File: src/rtl/alu_request_arbiter.sv
// alu_request_arbiter: round-robin sharing of one combinational ALU between two requesters.
// Latency: accept at edge k -> rsp_valid high after edge k+EXEC_CYCLES; issue interval EXEC_CYCLES+2.
// Backpressure: rsp_* held while rsp_ready is low; no request is accepted until the response drains.
module alu_request_arbiter #(
  parameter int WIDTH       = 16,
  parameter int EXEC_CYCLES = 1   // ALU settle cycles, legal range 1..15
) (
  input  logic             clk,
  input  logic             rst_n,
  // requester 0
  input  logic             req0_valid,
  output logic             req0_ready,
  input  logic [3:0]       req0_op,
  input  logic [WIDTH-1:0] req0_a,
  input  logic [WIDTH-1:0] req0_b,
  // requester 1
  input  logic             req1_valid,
  output logic             req1_ready,
  input  logic [3:0]       req1_op,
  input  logic [WIDTH-1:0] req1_a,
  input  logic [WIDTH-1:0] req1_b,
  // shared combinational ALU
  output logic [3:0]       alu_operation,
  output logic [WIDTH-1:0] alu_op1,
  output logic [WIDTH-1:0] alu_op2,
  input  logic [WIDTH-1:0] alu_res,
  input  logic             alu_zero,
  input  logic             alu_neg,
  input  logic             alu_err,
  // response channel
  output logic             rsp_valid,
  input  logic             rsp_ready,
  output logic             rsp_id,
  output logic [WIDTH-1:0] rsp_res,
  output logic             rsp_zero,
  output logic             rsp_neg,
  output logic             rsp_err,
  output logic             busy
);

  typedef enum logic [1:0] {
    IDLE = 2'd0,
    EXEC = 2'd1,
    RESP = 2'd2
  } state_t;

  // Counter is loaded with EXEC_CYCLES-1 so that the capture happens on the
  // EXEC_CYCLES-th edge after the accept edge.
  localparam logic [3:0] CNT_LOAD = 4'(EXEC_CYCLES - 1);

  state_t           state_q, state_d;
  logic             last_grant_q, last_grant_d;
  logic [3:0]       cnt_q, cnt_d;
  logic [3:0]       alu_operation_q, alu_operation_d;
  logic [WIDTH-1:0] alu_op1_q, alu_op1_d;
  logic [WIDTH-1:0] alu_op2_q, alu_op2_d;
  logic             rsp_valid_q, rsp_valid_d;
  logic             rsp_id_q, rsp_id_d;
  logic [WIDTH-1:0] rsp_res_q, rsp_res_d;
  logic             rsp_zero_q, rsp_zero_d;
  logic             rsp_neg_q, rsp_neg_d;
  logic             rsp_err_q, rsp_err_d;
  logic             busy_q, busy_d;

  logic             grant0;
  logic             grant1;

  // Round-robin choice: a lone requester wins; on contention the one that did
  // not win last time wins. Ready is only offered while idle.
  always_comb begin
    grant0     = req0_valid && (!req1_valid || last_grant_q);
    grant1     = req1_valid && (!req0_valid || !last_grant_q);
    req0_ready = (state_q == IDLE) && grant0;
    req1_ready = (state_q == IDLE) && grant1;
  end

  // Next-state logic: accept and latch in IDLE, count down in EXEC, drain in RESP.
  always_comb begin
    state_d         = state_q;
    last_grant_d    = last_grant_q;
    cnt_d           = cnt_q;
    alu_operation_d = alu_operation_q;
    alu_op1_d       = alu_op1_q;
    alu_op2_d       = alu_op2_q;
    rsp_valid_d     = rsp_valid_q;
    rsp_id_d        = rsp_id_q;
    rsp_res_d       = rsp_res_q;
    rsp_zero_d      = rsp_zero_q;
    rsp_neg_d       = rsp_neg_q;
    rsp_err_d       = rsp_err_q;

    case (state_q)
      IDLE: begin
        if (req0_ready || req1_ready) begin
          state_d         = EXEC;
          cnt_d           = CNT_LOAD;
          last_grant_d    = req1_ready;
          rsp_id_d        = req1_ready;
          alu_operation_d = req1_ready ? req1_op : req0_op;
          alu_op1_d       = req1_ready ? req1_a  : req0_a;
          alu_op2_d       = req1_ready ? req1_b  : req0_b;
        end
      end
      EXEC: begin
        if (cnt_q != 4'd0) begin
          cnt_d = cnt_q - 4'd1;
        end else begin
          // On an ALU error the result bus is not trusted; report zero instead.
          rsp_res_d   = alu_err ? '0 : alu_res;
          rsp_zero_d  = alu_zero;
          rsp_neg_d   = alu_neg;
          rsp_err_d   = alu_err;
          rsp_valid_d = 1'b1;
          state_d     = RESP;
        end
      end
      RESP: begin
        if (rsp_ready) begin
          rsp_valid_d = 1'b0;
          state_d     = IDLE;
        end
      end
      default: begin
        state_d = IDLE;
      end
    endcase

    busy_d = (state_d != IDLE);
  end

  // State and registered outputs; reset drops any operation in flight.
  always_ff @(posedge clk or negedge rst_n) begin
    if (!rst_n) begin
      state_q         <= IDLE;
      last_grant_q    <= 1'b1;
      cnt_q           <= '0;
      alu_operation_q <= '0;
      alu_op1_q       <= '0;
      alu_op2_q       <= '0;
      rsp_valid_q     <= 1'b0;
      rsp_id_q        <= 1'b0;
      rsp_res_q       <= '0;
      rsp_zero_q      <= 1'b0;
      rsp_neg_q       <= 1'b0;
      rsp_err_q       <= 1'b0;
      busy_q          <= 1'b0;
    end else begin
      state_q         <= state_d;
      last_grant_q    <= last_grant_d;
      cnt_q           <= cnt_d;
      alu_operation_q <= alu_operation_d;
      alu_op1_q       <= alu_op1_d;
      alu_op2_q       <= alu_op2_d;
      rsp_valid_q     <= rsp_valid_d;
      rsp_id_q        <= rsp_id_d;
      rsp_res_q       <= rsp_res_d;
      rsp_zero_q      <= rsp_zero_d;
      rsp_neg_q       <= rsp_neg_d;
      rsp_err_q       <= rsp_err_d;
      busy_q          <= busy_d;
    end
  end

  // Output wiring.
  always_comb begin
    alu_operation = alu_operation_q;
    alu_op1       = alu_op1_q;
    alu_op2       = alu_op2_q;
    rsp_valid     = rsp_valid_q;
    rsp_id        = rsp_id_q;
    rsp_res       = rsp_res_q;
    rsp_zero      = rsp_zero_q;
    rsp_neg       = rsp_neg_q;
    rsp_err       = rsp_err_q;
    busy          = busy_q;
  end

endmodule

File: config.mk
export PLATFORM = sky130hd
export DESIGN_NAME = alu_request_arbiter
export DESIGN_NICKNAME = d
export VERILOG_FILES = /design/src/rtl/alu_request_arbiter.sv
export SDC_FILE = /design/constraint.sdc
export NUM_CORES = 1
export LEC_CHECK = 0
export BUFFER_PORTS_ARGS = -buffer_cell sky130_fd_sc_hd__buf_4
export CAP_MARGIN = 0
export CORE_ASPECT_RATIO = 0.6
export CORE_MARGIN = 4
export CORE_UTILIZATION = 37
export CTS_BUF_LIST = sky130_fd_sc_hd__clkbuf_16
export DETAILED_ROUTE_END_ITERATION = 16
export PLACE_DENSITY = 0.65
export SETUP_SLACK_MARGIN = 0.5
export SLEW_MARGIN = 20
export SYNTH_ARGS = -nofsm -noshare
export SYNTH_HDL_FRONTEND = slang
export SYNTH_SLANG_ARGS = --single-unit
export TNS_END_PERCENT = 100
File: constraint.sdc
create_clock -name clk -period 1.98 [get_ports clk]
set_input_delay 0.297 -clock clk [delete_from_list [all_inputs] [get_ports clk]]
set_output_delay 0.297 -clock clk [all_outputs]
set_load 0.1 [all_outputs]
==> reports/metrics.csv <==
metric,value,unit
grt.overflow.total,0,
place.gp.congestion,0.823,
cts_sinks,65,
fill_cells,735,
maxSlewHeadroom,0.693,
synth_common_cells,"dfrtp_1, nand3b_1, and3_1, o2111ai_1, o21ai_0",
dp_hpwl,7800,um
vias,3245,
hold_viol,0,
synth.distinct_cells,37,
drv_slew,0,
path_clk_slew,50,ps
r2r_start,cnt_q[0],
root_buffer,clkbuf_16,
wl,11400,um
avgSynthCellArea,10.7,um^2
h-tree-depth,3,
via_per_inst,5.44,
yosysTopAreaCellShare,0.468,
slowest_stage,dfrtp_1,
grt_pass1_vias,3341,
clkLatencyLatePin,330,ps
drtPass1Iterations,4,
arrival,1880,ps
synth_fa_ha_area_frac,0.00366,
synth_top_family_by_area,simple AND/OR/NAND/NOR gates,
cts_buffers,9,
drt_iter0_markers,255,
antenna_found_initial,0,
drc_errors,0,
clockBufferDepth,2,
r2r_cells,6,
skew,5.84,ps
grt_use_total,0.212,
end_kind,register,
syn-num-nets,416,
synthCells,319,
areaGrowthSynthToFinish,53.1,%
initial_core_util,0.391,
num_rows,26,
yosysSeqAreaShare,0.476,
tritoncts,yes,
setup_tns,0,ps
multi_input_area,1680,um^2
rsz0062_at_grt,yes,
n_antenna_cell,0,
grt_pass1_wl,17800,um
synth_warnings,0,
timing.fmax,600,MHz
worst_pin_slew,460,ps
whs_path_depth,2,
cp-startpoint,cnt_q[0],
layout-drive-gt1-share,0.483,
cpPeakStageDelay,380,ps
synth-simple-area-share,0.211,
worstPathCellList,inv_2 > ha_4 > nor3b_4 > nand3_4 > buf_12 > mux2_4,
cp_max_fo,10,
period_minus_slack,1670,ps
nNetsFinal,577,
ant_nets,0,
grt_max_degree,38,
synth_compound_area_frac,0.172,
cp.required,2190,ps
startpoint_type,register,
muxShareOfSynthArea,0.0864,
hp-class,in -> reg,
yosysMostFrequentCell,dfrtp_1,
coreArea,8750,um^2
die_w,132,um
crit_buf_inv,2,
ys_seq_elements,65,
port_buffers,155,
synth_xor_area_frac,0,
setup_viol,0,
path_delay_family,simple AND/OR/NAND/NOR gates,
synthArstFlopShare,1.00,
ios,156,
rrSetupSlack,310,ps
status,"complete, no violations",
netlist_area,3420,um^2
ff_latch_area,1630,um^2
synth_ff_type,dfrtp_1,
maxCapViolCount,0,
final_core_util,0.598,
min_from,alu_zero,
min_to,rsp_zero,
period_share,0.842,
die_y,82.5,um
synth_area_leaders,"dfrtp_1, o2111ai_1, mux2_4",
setup.worst_path.class,reg -> reg,
r2r-end,rsp_res[6],
yosysTopAreaCell,dfrtp_1,
wire_per_inst,19.1,um
synth-edff-count,0,
die_area,10900,um^2
[timing repair]
action	CTS	global route
endpoints found under the setup margin	58	28
hold endpoints to repair	33	0
resized for setup	18	8
pin swaps	1	2
hold buffers	1	0
gates cloned	2	0
buffers inserted	9	2
[how the worst max path moves through the flow]
stage	cells after the start	slack, ps	end
after floorplan	6	400	rsp_err
after global placement	6	260	rsp_res[11]
after detailed placement	6	160	rsp_res[6]
after CTS	3	330	req1_ready
after global routing	6	250	rsp_res[6]
final	6	310	rsp_res[6]
[per-stage QoR]
step	instance area [um^2]	cells	setup WS, ps	hold WS, ps
after CTS	5190	594	329	191
final	5240	596	312	201
after detailed placement	4720	567	163	286
after global routing	5240	596	246	197
after floorplan	3430	319	405	1.41
after global placement	4720	567	258	283
[state kept, by name, indices dropped and copies added (netlist names)]
signal,count
alu_op1,16
rsp_res,16
rsp_neg,1
rsp_err,1
rsp_valid,1
rsp_zero,1
rsp_id,1
cnt_q,4
state_q,2
busy,1
alu_op2,16
last_grant_q,1
alu_operation,4
[routing by layer]
layer  share of wire  global-route usage  vias up
met2            0.45               0.314      146
met1            0.46               0.294     1569
met4          0.0070              0.0671        0
met5               0                   0        -
met3           0.085              0.0714        5
li1                -                   -     1525
[layout by cell type, fill, tap and decap left out, types with 2 or more instances in the layout]
master	Yosys	layout
a21oi_1	3	3
and3_1	36	36
buf_12	0	4
buf_16	0	2
buf_4	0	175
buf_6	2	2
clkbuf_16	0	9
clkinv_1	0	2
clkinv_2	0	2
dfrtp_1	64	62
dfrtp_2	0	2
inv_1	4	3
inv_2	1	3
mux2_4	19	19
nand2_2	0	2
nand2b_1	2	2
nand3b_1	37	37
nor2_1	5	3
nor2b_1	16	16
nor3b_4	1	2
o2111ai_1	36	36
o21ai_0	36	35
o21ai_1	3	3
[worst reg2reg max path, delay by kind of cell (launching register included)]
family        cells  cell delay (ps)
fa+ha+maj         1              140
simple gates      2              440
flops             1              380
buf+inv           2              300
mux               1              300
[logic make-up after synthesis]
family,Yosys count
AND/OR/NAND/NOR,108
flip-flops,65
AO/OA/AOI/OAI,86
multiplexers,20
buffers and inverters,39
adder cells (fa/ha/maj),1
[area by class of cell]
type	instances	share of cell area
repair buffers	184	0.283
inverters	5	0.00359
well taps	112	0.0268
clock buffers	9	0.0430
clock inverters	6	0.00980
flip-flops and latches	65	0.312
multi-input cells	215	0.322
Power is left out: the tool's default activity adds up to more than one toggle a clock period on the data nets, which glitch-free logic cannot reach.
